`src/rtl/audio_pkg.sv`:
```
// Shared audio types and constants for the I2S playback/record paths.
// Sample width, slot geometry, frame length and the stereo pair bundle.
package audio_pkg;

  localparam int SAMPLE_BITS       = 16;
  localparam int I2S_SLOT_BITS     = 32;
  localparam int I2S_MCLK_PER_BCLK = 4;
  localparam int I2S_FRAME_MCLKS   = 256;

  typedef struct packed {
    logic signed [15:0] l;
    logic signed [15:0] r;
  } stereo_sample_t;

endpackage

```
`src/rtl/i2s_clkgen.sv`:
```
// I2S timing generator: mclk divider, bit index, bclk/pblrc and strobes.
// In: mclk, rst. Out: bclk, lrc, tick (div at max), load_tick (tick entering b=0).
module i2s_clkgen
  import audio_pkg::*;
#(
  parameter int SLOT_BITS     = I2S_SLOT_BITS,
  parameter int MCLK_PER_BCLK = I2S_MCLK_PER_BCLK
) (
  input  logic mclk,
  input  logic rst,
  output logic bclk,
  output logic lrc,
  output logic tick,
  output logic load_tick
);

  localparam int DW = (MCLK_PER_BCLK > 1) ? $clog2(MCLK_PER_BCLK) : 1;
  localparam int BW = $clog2(2 * SLOT_BITS);

  localparam logic [DW-1:0] DIV_MAX  = DW'(MCLK_PER_BCLK - 1);
  localparam logic [DW-1:0] DIV_HALF = DW'(MCLK_PER_BCLK / 2);
  localparam logic [BW-1:0] B_MAX    = BW'(2 * SLOT_BITS - 1);
  localparam logic [BW-1:0] B_SLOT   = BW'(SLOT_BITS);

  logic [DW-1:0] div_q, div_d;
  logic [BW-1:0] b_q, b_d;
  logic          bclk_q, bclk_d;
  logic          lrc_q, lrc_d;

  always_comb begin
    tick      = (div_q == DIV_MAX);
    load_tick = tick && (b_q == B_MAX);
    div_d     = tick ? '0 : div_q + 1'b1;
    b_d       = b_q;
    if (tick) begin
      b_d = (b_q == B_MAX) ? '0 : b_q + 1'b1;
    end
    // Registered from next-state so bclk tracks div with no lag.
    bclk_d = (div_d >= DIV_HALF);
    lrc_d  = (b_d >= B_SLOT);
  end

  always_ff @(posedge mclk) begin
    if (rst) begin
      div_q  <= '0;
      b_q    <= '0;
      bclk_q <= 1'b0;
      lrc_q  <= 1'b0;
    end else begin
      div_q  <= div_d;
      b_q    <= b_d;
      bclk_q <= bclk_d;
      lrc_q  <= lrc_d;
    end
  end

  assign bclk = bclk_q;
  assign lrc  = lrc_q;

endmodule

```
`src/rtl/i2s_pb_tx.sv`:
```
// Playback I2S transmitter: holding register, valid/ready intake, frame shifter.
// In: mclk, rst, l/r_sample, sample_valid. Out: sample_ready, bclk, pblrc,
// pbdat, frame_start, underrun.
module i2s_pb_tx
  import audio_pkg::*;
#(
  parameter int SAMPLE_BITS   = audio_pkg::SAMPLE_BITS,
  parameter int SLOT_BITS     = I2S_SLOT_BITS,
  parameter int MCLK_PER_BCLK = I2S_MCLK_PER_BCLK
) (
  input  logic                   mclk,
  input  logic                   rst,
  input  logic [SAMPLE_BITS-1:0] l_sample,
  input  logic [SAMPLE_BITS-1:0] r_sample,
  input  logic                   sample_valid,
  output logic                   sample_ready,
  output logic                   bclk,
  output logic                   pblrc,
  output logic                   pbdat,
  output logic                   frame_start,
  output logic                   underrun
);

  localparam int FW  = 2 * SLOT_BITS;
  localparam int TOP = FW - 1;

  logic tick, load_tick;

  i2s_clkgen #(
    .SLOT_BITS     (SLOT_BITS),
    .MCLK_PER_BCLK (MCLK_PER_BCLK)
  ) u_clkgen (
    .mclk      (mclk),
    .rst       (rst),
    .bclk      (bclk),
    .lrc       (pblrc),
    .tick      (tick),
    .load_tick (load_tick)
  );

  logic [SAMPLE_BITS-1:0] hold_l_q, hold_l_d;
  logic [SAMPLE_BITS-1:0] hold_r_q, hold_r_d;
  logic                   hold_full_q, hold_full_d;
  logic                   ready_q, ready_d;
  logic [FW-1:0]          shift_q, shift_d;
  logic                   pbdat_q, pbdat_d;
  logic                   fs_q, fs_d;
  logic                   ur_q, ur_d;
  logic [FW-1:0]          frame_w;
  logic [FW-1:0]          load_w;
  logic                   capture;

  always_comb begin
    capture     = sample_valid && ready_q;
    hold_l_d    = hold_l_q;
    hold_r_d    = hold_r_q;
    hold_full_d = hold_full_q;
    if (load_tick) begin
      hold_full_d = 1'b0;
    end
    // Capture on a load tick lands for the next frame; no bypass.
    if (capture) begin
      hold_full_d = 1'b1;
      hold_l_d    = l_sample;
      hold_r_d    = r_sample;
    end
    ready_d = !hold_full_d;

    // Bit FW-1-b of the frame word goes out at bit index b.
    frame_w = '0;
    frame_w[FW-2 -: SAMPLE_BITS]        = hold_l_q;
    frame_w[SLOT_BITS-2 -: SAMPLE_BITS] = hold_r_q;
    load_w  = hold_full_q ? frame_w : '0;

    shift_d = shift_q;
    pbdat_d = pbdat_q;
    if (load_tick) begin
      pbdat_d = load_w[TOP];
      shift_d = load_w << 1;
    end else if (tick) begin
      pbdat_d = shift_q[TOP];
      shift_d = shift_q << 1;
    end

    fs_d = load_tick;
    ur_d = load_tick && !hold_full_q;
  end

  always_ff @(posedge mclk) begin
    if (rst) begin
      hold_l_q    <= '0;
      hold_r_q    <= '0;
      hold_full_q <= 1'b0;
      ready_q     <= 1'b1;
      shift_q     <= '0;
      pbdat_q     <= 1'b0;
      fs_q        <= 1'b0;
      ur_q        <= 1'b0;
    end else begin
      hold_l_q    <= hold_l_d;
      hold_r_q    <= hold_r_d;
      hold_full_q <= hold_full_d;
      ready_q     <= ready_d;
      shift_q     <= shift_d;
      pbdat_q     <= pbdat_d;
      fs_q        <= fs_d;
      ur_q        <= ur_d;
    end
  end

  assign sample_ready = ready_q;
  assign pbdat        = pbdat_q;
  assign frame_start  = fs_q;
  assign underrun     = ur_q;

endmodule

```
`config.mk`:
```
export PLATFORM = sky130hd
export DESIGN_NAME = i2s_pb_tx
export DESIGN_NICKNAME = d
export VERILOG_FILES = /design/src/rtl/audio_pkg.sv /design/src/rtl/i2s_clkgen.sv /design/src/rtl/i2s_pb_tx.sv
export SDC_FILE = /design/constraint.sdc
export NUM_CORES = 1
export LEC_CHECK = 0
export CAP_MARGIN = 20
export CORE_MARGIN = 5
export CORE_UTILIZATION = 56
export DETAILED_ROUTE_END_ITERATION = 8
export HOLD_SLACK_MARGIN = 0.06
export PLACE_DENSITY = 0.86
export SYNTH_ARGS = -nofsm -noshare
export SYNTH_HDL_FRONTEND = slang
export SYNTH_HIERARCHICAL = 1
export SYNTH_SLANG_ARGS = --single-unit
```
`constraint.sdc`:
```
create_clock -name mclk -period 2.26 [get_ports mclk]
set_input_delay 0.452 -clock mclk [delete_from_list [all_inputs] [get_ports mclk]]
set_output_delay 0.452 -clock mclk [all_outputs]
set_load 0.01 [all_outputs]
```
==> results.txt <==
Hold repair after CTS inserted 0 buffers. In this run the cell area of the synthesized design comes to 0.00397 mm^2. The number of buffers and inverters on the critical path is 1. TritonCTS built the clock tree. From bottom edge to top edge, the die measures 94.2 um. Among all stages on the critical path, the largest delay is contributed by sky130_fd_sc_hd__dfxtp_1. For this block, the via count after detailed routing is 2872. In this run the mean area of a mapped cell was 10.0 um^2. For the worst flop-to-flop path, the logic depth is 5.

The first global-routing pass estimated 13100 um of wire. The run gives 0 as the post-CTS setup-driven buffer insertion count. In the final timing run, aggregate negative setup slack is 0 ns. In this run the core area contains 30 standard-cell rows. The synthesized netlist contains 29 unique library cells. The min-delay analysis places its worst path in the category register to register.

Clock skew on the completed layout was measured at 0.0107 ns. Startpoint of the most critical hold path: u_clkgen/div_q[0]. For the worst setup path, the data required time is 2.51 ns. The run gives 396 as the instance count of the mapped netlist.

For the number of global-route vias before repair, the log shows 2937. The maximum level of the CTS H-tree was 3. Once detail routing completed, the nets flagged for antenna violations numbered 0. The run gives 0 as the initial antenna violation count. For this run, the top clock speed supported by timing is 537 MHz. Worst min-delay path endpoint: u_clkgen/div_q[0]. In this run, the number of DRC markers left after iteration 0 of detailed routing was 202. In this run, CTS created clock tree buffers numbering 9.

For this run, the total global-route usage over all layers was measured as 18.1%. Summed over all cells, the static leakage comes to 1.54 nW. The final critical path takes up 82.5% of the cycle.

Cells fill 66.3% of the core in the end. Sequential cells were found to cover 46.9% of the synthesized design area. The number of endpoints with negative hold slack in the final report came out at 0. Leading cell type in the layout, fill and taps excluded: sky130_fd_sc_hd__dfxtp_1.

Detailed placement ended at an HPWL of 4640 um. In this run the standard cell core region covers 0.00683 mm^2. STA classifies the critical path startpoint as a register.

The number of input and output port buffers inserted came out at 40. For the number of endpoints failing setup at the final stage, the log shows 0. The worst pin sits at a relative slew slack of 51.3%. The time the worst path needs with I/O delays and setup came out at 1.86 ns. The setup path with the least slack is of type register to register. Cell at the root of the clock tree: sky130_fd_sc_hd__clkbuf_8.

The number of vias per cell came out at 5.59. The tree built by TritonCTS fans out to 93 sinks. Clock slew seen by the registers of the worst setup and hold paths: 0.09 ns. The tools report the DRC violation count after routing as 0. The flow ran to the end, and the final reports show no timing, DRC or antenna violations. The tools report the synthesized netlist net count as 433. The clock passes through at most 2 buffers. The run gives 2.12 ns as the worst endpoint data arrival time. Peak supply drop: 0.000320 V.

Die span in x: 94.2 um. The flop and latch count out of synthesis is 93, and the reported max-cap violation count is 0. The area growth from synthesis to layout works out to 14.2%.

The highest net fanout along the worst path is 33, and the cell depth of the worst min-delay path is 1. In this run the critical register-to-register path is captured at shift_q[27]. In the final routed layout, each cell accounts on average for 14.7 um. The first detailed-routing pass took 4 iterations. At the end of the flow, the number of nets in the layout was 451.

During synthesis, Yosys emitted a total of 6 warnings. The run gives 0.00887 mm^2 as the die outline area. Final-report max-slew violation count: 0. The total power divided by cell area is 660 mW/mm^2, and the fraction of layout instances using a drive strength above 1 is 10.8%. Once the floorplan was initialized, standard cells occupied 58.1% of the core. After filler insertion, the fill cell instance count of the layout stands at 547.

The maximum single-stage delay on the critical path came out at 0.40 ns. Traced cell by cell, the critical path runs through ha_1, nand3_1, nor2_4, inv_2, a211oi_1. Leaving out fill and tap cells, the most frequent cells in the layout are sky130_fd_sc_hd__dfxtp_1, sky130_fd_sc_hd__mux2i_1, sky130_fd_sc_hd__clkdlybuf4s50_1. The run gives 0.35 ns as the clock latency on the worst-skew pair. 0 antenna diodes ended up in the layout. Capturing element type of the critical path: a register.

Setup repair after global routing left no endpoint under its margin. For this run the aggregate overflow at the end of global routing stands at 0. In this design, the largest share of critical-path delay is due to simple AND/OR/NAND/NOR gates.

The worst register-to-register path has a setup slack of 0.40 ns. The number of top-level pins was 41; the pin count of the biggest net entering global routing was 66. The count of instances resized after the clock tree is built is 0.

The transition time at the pin with the least slew margin was 0.729 ns; the placer's final routability congestion estimate was 0.708. Wires add up to 7550 um.
[cells by family after synthesis]
family,count (synthesis),share of synthesized area [%]
DFF,93,46.9
xor gates and xnor gates,3,0.662
adders and majority gates,2,0.631
muxes,49,12.4
AOI/OAI and AO/OA,132,24.7
buffers and inverters,42,5.61
and+or+nand+nor,75,9.11
[area by class of cell]
| class | count | area, um^2 | share of cell area [%] |
|---|---|---|---|
| Clock inverter | 5 | 37.5 | 0.828 |
| Timing Repair Buffer | 48 | 475 | 10.5 |
| Sequential cell | 93 | 1860 | 41.1 |
| Multi-Input combinational cell | 261 | 1890 | 41.8 |
| Inverter | 1 | 3.75 | 0.0828 |
| Clock buffer | 10 | 138 | 3.04 |
| Tap cell | 96 | 120 | 2.65 |
[synthesized netlist by cell type]
master / instances / share of area (%)
sky130_fd_sc_hd__nand3_1: 36 / 4.5
sky130_fd_sc_hd__or3_1: 1 / 0.16
sky130_fd_sc_hd__dfxtp_1: 93 / 47
sky130_fd_sc_hd__a21boi_0: 2 / 0.38
sky130_fd_sc_hd__a21o_1: 1 / 0.19
sky130_fd_sc_hd__or3b_1: 1 / 0.22
sky130_fd_sc_hd__nand2b_1: 2 / 0.32
sky130_fd_sc_hd__nor2_1: 22 / 2.1
sky130_fd_sc_hd__or2_1: 1 / 0.16
sky130_fd_sc_hd__a31oi_1: 1 / 0.16
sky130_fd_sc_hd__buf_4: 5 / 0.95
sky130_fd_sc_hd__nand2_1: 5 / 0.47
sky130_fd_sc_hd__a21bo_1: 17 / 4.3
sky130_fd_sc_hd__a21boi_1: 29 / 5.5
sky130_fd_sc_hd__nand4_2: 1 / 0.32
sky130_fd_sc_hd__inv_2: 1 / 0.095
sky130_fd_sc_hd__nor2b_1: 2 / 0.32
sky130_fd_sc_hd__a211oi_1: 31 / 5.9
sky130_fd_sc_hd__nand4_1: 1 / 0.16
sky130_fd_sc_hd__nor3_1: 3 / 0.38
sky130_fd_sc_hd__ha_1: 2 / 0.63
sky130_fd_sc_hd__clkbuf_1: 14 / 1.3
sky130_fd_sc_hd__xor2_1: 3 / 0.66
sky130_fd_sc_hd__a21bo_2: 15 / 3.8
sky130_fd_sc_hd__o21ai_0: 1 / 0.13
sky130_fd_sc_hd__mux2i_1: 49 / 12
sky130_fd_sc_hd__buf_2: 19 / 2.4
sky130_fd_sc_hd__buf_6: 3 / 0.85
sky130_fd_sc_hd__a21oi_1: 35 / 4.4
[flip-flops by register name (all words and copies together) (netlist names), named ones only]
signal / flops
underrun: 1
u_clkgen/div_q: 2
pbdat: 1
sample_ready: 1
hold_full_q: 1
hold_r_q: 16
hold_l_q: 16
frame_start: 1
shift_q: 48
[worst max path at each step]
stage | from | end | cells past startpoint
floorplan | u_clkgen/div_q[1] | shift_q[55] | 7
global placement | register | shift_q[29] | 5
detailed placement | register | shift_q[55] | 5
CTS | register | shift_q[27] | 5
global route | register | shift_q[27] | 5
finish | register | shift_q[27] | 5
[worst reg2reg max path, stage by stage (launching register included)]
cell	delay, ns
sky130_fd_sc_hd__dfxtp_1	0.40
sky130_fd_sc_hd__ha_1	0.24
sky130_fd_sc_hd__nand3_1	0.18
sky130_fd_sc_hd__nor2_4	0.31
sky130_fd_sc_hd__inv_2	0.31
sky130_fd_sc_hd__a211oi_1	0.34
[layer usage]
layer,global-route usage (%),share of wire [%]
met1,22.9,45
met2,30.4,50
met3,3.69,3.6
met4,6.26,1.4
met5,0,0
[through the flow]
| step | hold WS (ns) | instances | area [um^2] | power, mW | setup WS, ns |
|---|---|---|---|---|---|
| finish | 0.433 | 514 | 4530 | 2.99 | 0.396 |
| global route | 0.444 | 514 | 4530 | 3.12 | 0.185 |
| CTS | 0.431 | 514 | 4530 | 3.01 | 0.165 |
| detailed placement | 0.420 | 499 | 4350 | 2.05 | 0.245 |
| global placement | 0.416 | 499 | 4350 | 2.04 | 0.442 |
| floorplan | 0.402 | 396 | 3970 | 1.95 | 0.520 |
[report_power, final]
part	internal (mW)	total (mW)	switching, mW	leakage [nW]
clock network	0.423	0.978	0.555	0.0726
logic	0.150	0.295	0.145	0.717
registers	1.68	1.72	0.0330	0.755
total	2.26	2.99	0.733	1.54
Power figures use the tool's default switching activity.
